===== config.mk =====
export PLATFORM = sky130hd
export DESIGN_NAME = mem_port_arbiter
export DESIGN_NICKNAME = d
export VERILOG_FILES = /design/src/rtl/mem_port_arbiter_pkg.sv /design/src/rtl/mem_arb_pick.sv /design/src/rtl/mem_port_arbiter.sv
export SDC_FILE = /design/constraint.sdc
export NUM_CORES = 1
export LEC_CHECK = 0
export CAP_MARGIN = 20
export CORE_AREA = 2 2 108 110
export DETAILED_ROUTE_END_ITERATION = 8
export DIE_AREA = 0 0 110 112
export GPL_TIMING_DRIVEN = 1
export PLACE_DENSITY = 0.78
export SYNTH_ARGS = -nofsm -noshare
export SYNTH_HDL_FRONTEND = slang
export SYNTH_SLANG_ARGS = --single-unit

===== constraint.sdc =====
create_clock -name clk -period 2.8 [get_ports clk]
set_input_delay 0.56 -clock clk [delete_from_list [all_inputs] [get_ports clk]]
set_output_delay 0.56 -clock clk [all_outputs]
set_load 0.03 [all_outputs]

===== src/rtl/mem_port_arbiter_pkg.sv =====
// Shared types for the unified-memory port arbiter: FSM states, owner encoding, counter width.
// Latency: n/a (types and constants only).
// Backpressure: n/a.
package mem_port_arbiter_pkg;

  // Width of the read-latency counter; bounds MEM_LAT to 1..15.
  localparam int LAT_CNT_W = 4;

  typedef enum logic [1:0] {
    IDLE = 2'd0,
    WAIT = 2'd1,
    RESP = 2'd2
  } arb_state_e;

  typedef enum logic {
    OWN_IF = 1'b0,
    OWN_DM = 1'b1
  } owner_e;

endpackage


===== src/rtl/mem_arb_pick.sv =====
// Winner select between fetch (IF) and data (DM) requesters; optional round-robin via ARB_ROUND_ROBIN_EN.
// Latency: combinational; the round-robin history flop updates on each grant edge.
// Backpressure: no grant while en_i is low; a loser simply keeps its request held.
module mem_arb_pick
  import mem_port_arbiter_pkg::*;
(
`ifdef ARB_ROUND_ROBIN_EN
  input  logic   clk,
  input  logic   reset_n,
`endif
  input  logic   en_i,
  input  logic   if_req_i,
  input  logic   dm_req_i,
  output logic   gnt_vld_o,
  output owner_e win_o
);

  logic dm_wins;

`ifdef ARB_ROUND_ROBIN_EN
  owner_e last_q, last_d;

  // On a conflict, favour whoever was not granted most recently.
  always_comb begin
    dm_wins = dm_req_i && (!if_req_i || (last_q == OWN_IF));
    last_d  = gnt_vld_o ? win_o : last_q;
  end

  // Remember the last winner; starts as IF so DM takes the first conflict.
  always_ff @(posedge clk or negedge reset_n) begin
    if (!reset_n) begin
      last_q <= OWN_IF;
    end else begin
      last_q <= last_d;
    end
  end
`else
  // Fixed priority: DM always beats IF.
  assign dm_wins = dm_req_i;
`endif

  assign gnt_vld_o = en_i && (if_req_i || dm_req_i);
  assign win_o     = dm_wins ? OWN_DM : OWN_IF;

endmodule


===== src/rtl/mem_port_arbiter.sv =====
// Shares one single-port memory between IF and DM; optional round-robin arbitration via ARB_ROUND_ROBIN_EN.
// Latency: gnt and mem_en in cycle T, rvalid pulse and registered rdata in cycle T+MEM_LAT+1.
// Backpressure: one access in flight; requesters hold req until gnt, new grants only in IDLE or RESP.
module mem_port_arbiter
  import mem_port_arbiter_pkg::*;
#(
  parameter int ADDR_W  = 32,
  parameter int DATA_W  = 32,
  parameter int MEM_LAT = 1
) (
  input  logic                clk,
  input  logic                reset_n,
  input  logic                if_req,
  input  logic [ADDR_W-1:0]   if_addr,
  output logic                if_gnt,
  output logic                if_rvalid,
  output logic [DATA_W-1:0]   if_rdata,
  input  logic                dm_req,
  input  logic                dm_we,
  input  logic [ADDR_W-1:0]   dm_addr,
  input  logic [DATA_W-1:0]   dm_wdata,
  input  logic [DATA_W/8-1:0] dm_be,
  output logic                dm_gnt,
  output logic                dm_rvalid,
  output logic [DATA_W-1:0]   dm_rdata,
  output logic                mem_en,
  output logic                mem_we,
  output logic [ADDR_W-1:0]   mem_addr,
  output logic [DATA_W-1:0]   mem_wdata,
  output logic [DATA_W/8-1:0] mem_be,
  input  logic [DATA_W-1:0]   mem_rdata
);

  if ((MEM_LAT < 1) || (MEM_LAT > (2**LAT_CNT_W) - 1)) begin : g_bad_mem_lat
    $error("mem_port_arbiter: MEM_LAT must be in 1..15");
  end

  localparam logic [LAT_CNT_W-1:0] LAT_LAST = LAT_CNT_W'(MEM_LAT);

  arb_state_e           state_q, state_d;
  logic [LAT_CNT_W-1:0] cnt_q, cnt_d;
  owner_e               owner_q, owner_d;
  logic                 we_q, we_d;
  logic [DATA_W-1:0]    if_rdata_q, if_rdata_d;
  logic [DATA_W-1:0]    dm_rdata_q, dm_rdata_d;

  logic   can_grant;
  logic   gnt_vld;
  owner_e win;

  // Grants only when the port is free; reset_n gating keeps gnt/mem_en low while reset is held.
  assign can_grant = reset_n && ((state_q == IDLE) || (state_q == RESP));

  mem_arb_pick u_pick (
`ifdef ARB_ROUND_ROBIN_EN
    .clk       (clk),
    .reset_n   (reset_n),
`endif
    .en_i      (can_grant),
    .if_req_i  (if_req),
    .dm_req_i  (dm_req),
    .gnt_vld_o (gnt_vld),
    .win_o     (win)
  );

  // Next state: latch owner on grant, count out the memory latency, capture read data on the last WAIT cycle.
  always_comb begin
    state_d    = state_q;
    cnt_d      = cnt_q;
    owner_d    = owner_q;
    we_d       = we_q;
    if_rdata_d = if_rdata_q;
    dm_rdata_d = dm_rdata_q;
    case (state_q)
      IDLE, RESP: begin
        if (gnt_vld) begin
          state_d = WAIT;
          cnt_d   = LAT_CNT_W'(1);
          owner_d = win;
          we_d    = (win == OWN_DM) && dm_we;
        end else begin
          state_d = IDLE;
        end
      end
      WAIT: begin
        cnt_d = cnt_q + 1'b1;
        if (cnt_q == LAT_LAST) begin
          state_d = RESP;
          if (owner_q == OWN_DM) begin
            // A store returns an all-zero word alongside its ack.
            dm_rdata_d = we_q ? '0 : mem_rdata;
          end else begin
            if_rdata_d = mem_rdata;
          end
        end
      end
      default: state_d = IDLE;
    endcase
  end

  // State, counter, owner and read-data registers.
  always_ff @(posedge clk or negedge reset_n) begin
    if (!reset_n) begin
      state_q    <= IDLE;
      cnt_q      <= '0;
      owner_q    <= OWN_IF;
      we_q       <= 1'b0;
      if_rdata_q <= '0;
      dm_rdata_q <= '0;
    end else begin
      state_q    <= state_d;
      cnt_q      <= cnt_d;
      owner_q    <= owner_d;
      we_q       <= we_d;
      if_rdata_q <= if_rdata_d;
      dm_rdata_q <= dm_rdata_d;
    end
  end

  // Grant-cycle outputs: the winner's request steers the memory port directly.
  always_comb begin
    if_gnt    = 1'b0;
    dm_gnt    = 1'b0;
    mem_en    = 1'b0;
    mem_we    = 1'b0;
    mem_addr  = '0;
    mem_wdata = '0;
    mem_be    = '0;
    if (gnt_vld) begin
      mem_en = 1'b1;
      if (win == OWN_DM) begin
        dm_gnt    = 1'b1;
        mem_we    = dm_we;
        mem_addr  = dm_addr;
        mem_wdata = dm_wdata;
        mem_be    = dm_be;
      end else begin
        if_gnt   = 1'b1;
        mem_addr = if_addr;
      end
    end
  end

  assign if_rvalid = (state_q == RESP) && (owner_q == OWN_IF);
  assign dm_rvalid = (state_q == RESP) && (owner_q == OWN_DM);
  assign if_rdata  = if_rdata_q;
  assign dm_rdata  = dm_rdata_q;

endmodule


# Word-level counts from Yosys, hierarchy flattened
# Cells that the tools add are included.
[totals]
regBits = 72
output_inout_bits = 138
mem_count = 0
mem_bits_rw = 0
latchBits = 0
inputBits = 137
word_cells = 47
mem_bits_ro = 0
[classes]
shift = 0
eq_ne = 5
magnitude_cmp = 0
bitwise = 1
n_div = 0
addsub = 1
multipliers = 0
n_reduce_logical = 14
mux = 20
[op_table]
columns = ["op", "count"]
rows = [
  ["2-to-1 mux 32 bit", 5],
  ["2-to-1 mux 4 bit", 3],
  ["2-to-1 mux 1 bit", 9],
  ["one-hot mux 4 bit (2 select lines)", 1],
  ["AND reduction 3 bit", 2],
  ["logical AND 1 bit", 5],
  ["adder 4 x 1 -> 4 bit (second input constant)", 1],
  ["equality test 4 x 1 -> 1 bit (second input constant)", 1],
  ["!= test 2 bit (second input constant)", 2],
  ["one-hot mux 2 bit (2 select lines)", 1],
  ["AND reduction 2 bit", 2],
  ["equality test 2 x 1 -> 1 bit (second input constant)", 1],
  ["equality test 2 bit (second input constant)", 1],
  ["logical NOT 2 bit", 1],
  ["logical OR 1 bit", 2],
  ["2-to-1 mux 2 bit", 1],
  ["nonzero test 2 bit", 1],
  ["OR reduction 2 bit", 1],
  ["NOT 1 bit", 1],
]

# Longest topological paths before layout
# Gate-level depths: netlist (run 1).
[depth]
ltp_word = 6
ltp_mapped = 6
mapped_depth_nobuf = 5

# By module
# A second synthesis (run 1) with hierarchy kept.
[hier_totals]
cells_unflattened = 371
hier_area_um2 = 3987.6
[by_module_without_submodules]
columns = ["module", "seq_area_each_um2", "cells_per_inst", "n_inst", "area_per_inst_um2"]
rows = [
  ["mem_port_arbiter", 1801.7, 369, 1, 3972.6],
  ["mem_arb_pick", 0.0, 2, 1, 15.0],
]

# Worst setup path before layout (run 1)
# OpenSTA, ideal clock, no wires.
[synth_path]
kind = "input to output"
from = "input dm_req"
to = "output mem_wdata[23]"
slack_ns = 0.523
arrival_time_ns = 1.717
cell_stages = 4
required_ns = 2.240
n_path_buf = 2
cell_sequence = "and3b_1 clkbuf_1 clkbuf_1 and2_1"
[synth_via]
elab_chain_len = 3
word_cells_on_any_way = 5
cone_classes = "mux (3); reduce/logical (2)"
[synth_lines]
columns = ["item", "line", "source"]
rows = [
  ["start, declared", "mem_port_arbiter.sv:18", "input logic dm_req,"],
  ["2-to-1 mux 1 bit or logical OR 1 bit (tied branches)", "mem_arb_pick.sv:43, mem_arb_pick.sv:42", ""],
  ["2-to-1 mux 32 bit or logical AND 1 bit (tied branches)", "mem_port_arbiter.sv:131, mem_arb_pick.sv:42", ""],
  ["2-to-1 mux 32 bit *", "mem_port_arbiter.sv:129", "if (gnt_vld) begin"],
  ["end, declared", "mem_port_arbiter.sv:29", "output logic [DATA_W-1:0] mem_wdata,"],
]
# Mark *: on every way between the ends. The rest lies on a longest branch, timed or not.

# Final worst setup path (run 1)
[layout_path]
from = "input dm_req"
to = "output mem_wdata[15]"
# The elaborated chain is that of the path after synthesis.

==> metrics.md, run 1 <==
| Metric | Value |
|---|---|
| Clk Latency, worst-skew pair | `320 ps` |
| Dpl hpwl | `around 12 mm` |
| Max stage delay cell, worst path | `clkdlybuf4s50_1` |
| Fin nets | `703` |
| CP max stage delay | `~550 ps` |
| Synthesized area per cell | `12.3 um2` |
| Final Skew | `roughly 7.8 ps` |
| Largest net degree at the start of global routing | `73` |
| Post-synth top area share | `0.505` |
| Sequential power share | `0.275` |
| Max Fclk | `0.391 GHz` |
| GPL Wtd Cong | `1.02` |
| CP arrival | `2000 ps` |
| Number of global-route vias before repair | `between 3000 and 4000` |
| Die area | `roughly 12000 um2` |
| Synth Instances | `289` |
| Final setup vio count | `0` |
| Cell Count Post-Placement | `approximately 700` |
| Clock transition at the registers of the reported paths | `~60 ps` |
| Minimum clock period | `approximately 2600 ps` |
| Pleak | `between 2 and 3 nW` |
| # Post-CTS Setup Buffers | `0` |
| Die boundary height | `between 100 and 150 um` |
| Core Area | `roughly 11000 um2` |
| Die width | `between 100 and 150 um` |
| Antenna Cells | `0` |
| Clock sink count | `72` |
| Starting Density | `0.319` |
| CTS HTree Levels | `3` |
| Setup_tns | `0 ps` |
| Crit-path max FO | `45` |
| RSZ-0062 raised after global routing | `false` |
| Peak VDD IR | `approximately 0.00070 V` |
| Area growth, synth to finish | `92.4%` |
| Comb pwr share | `0.561` |
| Critical Setup Path Class | `in -> out` |
| Largest area contributor in the netlist | `dfrtp_1` |
| Gates resized, CTS repair | `0` |
| HP Class | `reg -> reg` |
| Global Route Usage Sum | `0.236` |
| Avg WL per Cell | `20.5 um` |
| Initial antenna violation count | `2` |
| Grt ovf | `0` |
| Startpoint types | `input port` |
| Outcome | `complete, no violations` |
| Clock Power Share | `0.164` |
| Flops & latches, synth | `72` |
| Final Hold Vio Count | `0` |
| Post-synthesis instance area | `about 3600 um2` |
| Switching share of power | `0.409` |
| Cts hold-fix bufs | `0` |
| Prevailing post-synth register cell | `dfrtp_1` |
| Remaining DRCs | `0` |
| Max Cap Viol | `0` |
| Yosys warnings | `0` |
| Final Cycle Share | `0.913` |
| Via Count | `between 3000 and 4000` |
| EDFF count, synth | `0` |
| Crit path cell chain | `clkdlybuf4s50_1 -> and3b_2 -> buf_12 -> and2_1 -> buf_12` |
| Crit end category | `output pin` |
| Power per cell area | `1020 nW/um2` |
| Slew margin rel. | `0.399` |
| P_sw | `0.00287 W` |
| Cell area after layout | `roughly 6900 um2` |
| Iter 0 DRT Violations | `between 150 and 200` |
| Drt pass-1 iters | `4` |
| Net count after synthesis | `between 400 and 500` |
| Num rows | `39` |
| Non-Filler Instances | `approximately 700` |
| DRT antenna net count | `0` |
| CTS Buffer Depth | `2` |
| Seq/Total Area, Yosys | `0.505` |
| R2R setup slack | `790 ps` |
| Crit path buf inv count | `3` |
| Vias/cell | `4.77` |
| WP data required | `2240 ps` |
| Port bufs | `between 200 and 300` |
| CTS root buf | `clkbuf_16` |
| Routed Wire Length | `14.6 mm` |
| First-pass GRT wire length | `about 21 mm` |
| Cell variety after synth | `29` |
| Final Max Tran Viols | `0` |
| Ports | `around 280` |
| Top cell by count, worst path | `buf_12` |
| Top post-synthesis cells by area | `dfrtp_1 (51%), mux2_2 (20%), a22o_1 (7.9%), and2_1 (6.7%), nor2b_1 (5.8%)` |
| CTS tree | `yes` |
| Placed cell area | `roughly 6600 um2` |
| Asr flop ratio synth | `1.00` |
| Layout cells sized above 1 | `0.292` |
| Pint | `between 0.004 and 0.005 W` |
| Worst-Margin Slew | `roughly 900 ps` |
| Num CTS Buffers | `9` |
| Top delay family on crit path | `buffers and inverters` |
layout by cell type, fill, tap and decap left out, types with 4 or more instances in the layout:
cell type,n
buf_4,60
clkbuf_16,9
nor2b_1,33
nor2_1,4
dfrtp_1,72
buf_12,22
and2_1,38
clkdlybuf4s50_1,201
a22o_1,32
mux2_2,62
final cells by class:
type | instances | area [um2]
Multi-Input combinational cell | 195 | 1660
Inverter | 2 | 7.51
Timing Repair Buffer | 284 | 2910
Fill cell | 932 | 4310
Sequential cell | 72 | 1800
Clock inverter | 7 | 77.6
Clock buffer | 9 | 225
Tap cell | 143 | 179
state kept, by name, summed over array words and instances, names as in the netlist:
| signal | count |
|---|---|
| state_q | 2 |
| dm_rdata | 32 |
| cnt_q | 4 |
| owner_q | 1 |
| we_q | 1 |
| if_rdata | 32 |
cell usage after synthesis, types with 2 or more instances:
master and n:
ha_1 2, nor3b_1 2, inv_1 2, o21ai_0 2, dfrtp_1 72, a22o_1 32, buf_2 4, buf_6 3
mux2_2 62, nor2b_1 33, clkbuf_1 13, mux2_1 2, a21o_1 2, nand2b_1 2, and2_1 38, nor2_1 4
and3b_1 2
per-stage QoR:
stage                      util  hold slack [ps]  setup slack, ps  total power (W)
final                     0.614              489              244          0.00702
after global routing      0.614              501              171          0.00737
after CTS                 0.614              494              245          0.00710
after detailed placement  0.587              480              252          0.00592
after global placement    0.587              468              310          0.00581
after floorplan               -              264              523          0.00411
kinds of logic after synthesis:
kind of cell	count (synthesis)	share of synthesized area
compound gates	38	0.0888
mux	65	0.205
xor+xnor	1	0.00246
simple gates	89	0.161
flops	72	0.505
fa+ha+maj	2	0.00702
buf+inv	22	0.0309
metal layers:
layer  up-vias  track usage  part of all wire
met5         -            0            0.0021
met4         4        0.112             0.045
met3        29       0.0989             0.090
met2       158        0.414              0.53
met1      1644        0.237              0.33
li1       1564            -                 -
power groups by stage:
stage / combinational, W / sequential, W / clock [W]
2_1_floorplan: 0.00131 / 0.00280 / 0
3_3_place_gp: 0.00390 / 0.00191 / 0
3_5_place_dp: 0.00397 / 0.00195 / 0
4_1_cts: 0.00398 / 0.00194 / 0.00118
5_1_grt: 0.00414 / 0.00199 / 0.00123
6_report: 0.00394 / 0.00193 / 0.00115
path summary, 6_finish.rpt:
check                            start       endpoint  cells after the start
min                        if_rdata[6]    if_rdata[6]                      1
max reg2reg                   cnt_q[1]   if_rdata[26]                      6
min in group asynchronous      reset_n   dm_rdata[14]                      2
min reg2reg                if_rdata[6]    if_rdata[6]                      1
max                             dm_req  mem_wdata[15]                      5
max in group asynchronous      reset_n   dm_rdata[28]                      2
(Power assumes the default switching activity.)
==> inputs of run 2 (changes only) <==
--- a/config.mk
+++ b/config.mk
@@ -7,6 +7,7 @@
 export LEC_CHECK = 0
 export CAP_MARGIN = 20
 export CORE_AREA = 2 2 108 110
+export CTS_BUF_LIST = sky130_fd_sc_hd__clkbuf_8
 export DETAILED_ROUTE_END_ITERATION = 8
 export DIE_AREA = 0 0 110 112
 export GPL_TIMING_DRIVEN = 1
==> metrics.md, run 2 (same netlist as run 1, synthesis figures left out) <==
| Metric | Value |
|---|---|
| Outcome | `complete, no violations` |
| Final Hold Vio Count | `0` |
| Gates resized, CTS repair | `0` |
| Max Cap Viol | `0` |
| Pleak | `2.94 nW` |
| Cts hold-fix bufs | `0` |
| Comb pwr share | `0.588` |
| R2r worst-path depth | `6` |
| Fin nets | `703` |
| Commonest non-fill, non-tap cell in the layout | `clkdlybuf4s50_1` |
| # Post-CTS Setup Buffers | `0` |
| RSZ-0062 raised after global routing | `false` |
| Hold path depth | `1` |
| Final Max Tran Viols | `0` |
| Port bufs | `274` |
| Routed Wire Length | `around 15 mm` |
| Via Count | `3395` |
| Antenna Cells | `0` |
| Largest net degree at the start of global routing | `73` |
| Grt ovf | `0` |
| CTS root buf | `clkbuf_8` |
| Final Cycle Share | `0.914` |
| Avg WL per Cell | `a little over 20 um` |
| CP arrival | `2000 ps` |
| Worst Hold Launch | `if_rdata[6]` |
| Slew margin rel. | `0.394` |
| Clk Latency, worst-skew pair | `~340 ps` |
| Crit-path max FO | `45` |
| Clock Power Share | `0.125` |
| DRT antenna net count | `0` |
| Die boundary height | `about 110 um` |
| Drt pass-1 iters | `4` |
| Crit. Startpoint | `dm_req` |
| Crit end category | `output pin` |
| Minimum clock period | `approximately 2600 ps` |
| Clock sink count | `72` |
| CTS Buffer Depth | `2` |
| Final setup vio count | `0` |
| Sequential power share | `0.287` |
| Iter 0 DRT Violations | `131` |
| Initial antenna violation count | `2` |
| Worst-Margin Slew | `approximately 900 ps` |
| CTS tree | `yes` |
| Startpoint types | `input port` |
| First-pass GRT wire length | `around 21 mm` |
| Power per cell area | `between 900 and 1000 nW/um2` |
| HP Class | `reg -> reg` |
| Ports | `between 200 and 300` |
| Starting Density | `0.319` |
| Global Route Usage Sum | `0.235` |
| Clock transition at the registers of the reported paths | `90 ps` |
| Pint | `between 0.003 and 0.004 W` |
| Vias/cell | `4.77` |
| Dpl hpwl | `12.3 mm` |
| FILL cells | `944` |
| Switching share of power | `0.422` |
| Max Fclk | `0.391 GHz` |
| Num rows | `39` |
| Area growth, synth to finish | `89.5%` |
| Reg2reg start | `cnt_q[1]` |
| Peak VDD IR | `about 0.00066 V` |
| Fin Hold WS | `between 400 and 500 ps` |
| Setup_tns | `0 ps` |
| Final Skew | `just under 10 ps` |
| Num CTS Buffers | `9` |
| Critical Setup Path Class | `in -> out` |
| GPL Wtd Cong | `~1.0` |
| Core Area | `~11000 um2` |
| Remaining DRCs | `0` |
| WP data required | `2240 ps` |
| R2R setup slack | `~800 ps` |
| Die width | `110 um` |
| P_sw | `0.00283 W` |
| Place WS | `around 250 ps` |
| CTS HTree Levels | `3` |
| Number of global-route vias before repair | `around 3500` |
| Most frequent cells in the layout | `clkdlybuf4s50_1 (201), dfrtp_1 (72), mux2_2 (62), buf_4 (60), and2_1 (38)` |
| Final WS setup | `242 ps` |
| Die area | `between 10000 and 15000 um2` |
| Layout cells sized above 1 | `0.292` |
==> run 2: cell count changes in the layout (fill, tap and decap cells not counted) <==
| cell | delta |
|---|---|
| clkbuf_16 | -9 |
| clkbuf_8 | +9 |
==> run 2: cell type report <==
cell class	instances	area, um2	share of cell area
tap	143	179	0.0265
inverter	2	7.51	0.00111
timing repair buffer	284	2910	0.430
multi-input combinational	195	1660	0.246
sequential	72	1800	0.267
clock buffer	9	124	0.0183
clock inverter	7	77.6	0.0115
==> run 2: path summary, 6_finish.rpt <==
path                                       to
max in group asynchronous        dm_rdata[28]
worst min register to register    if_rdata[6]
worst max register to register    if_rdata[2]
worst min-delay path              if_rdata[6]
worst max-delay path            mem_wdata[15]
min in group asynchronous          state_q[1]
==> run 2: metal layers <==
layer  global-route usage  wire, um
met3               0.0867      1310
met4                0.118       676
met5                    0        30
met2                0.411      7640
met1                0.240      4940
==> run 2: power groups by stage <==
stage | logic [W] | clock network [W] | registers, W
after global routing | 0.00414 | 0.000916 | 0.00199
after floorplan | 0.00131 | 0 | 0.00280
after global placement | 0.00390 | 0 | 0.00191
after CTS | 0.00398 | 0.000864 | 0.00193
after detailed placement | 0.00397 | 0 | 0.00195
final | 0.00393 | 0.000840 | 0.00192
==> run 2: through the flow <==
step	cell area [um2]	cells	util	total power (W)
floorplan	3570	289	-	0.00411
global placement	6560	696	0.587	0.00581
detailed placement	6560	696	0.587	0.00592
CTS	6760	712	0.605	0.00677
global route	6760	712	0.605	0.00704
finish	6760	712	0.605	0.00670
==> run 2: worst max-delay path, cell delays in order <==
cell,delay [ps]
clkdlybuf4s50_1,550
and3b_2,300
buf_12,210
and2_1,220
buf_12,140
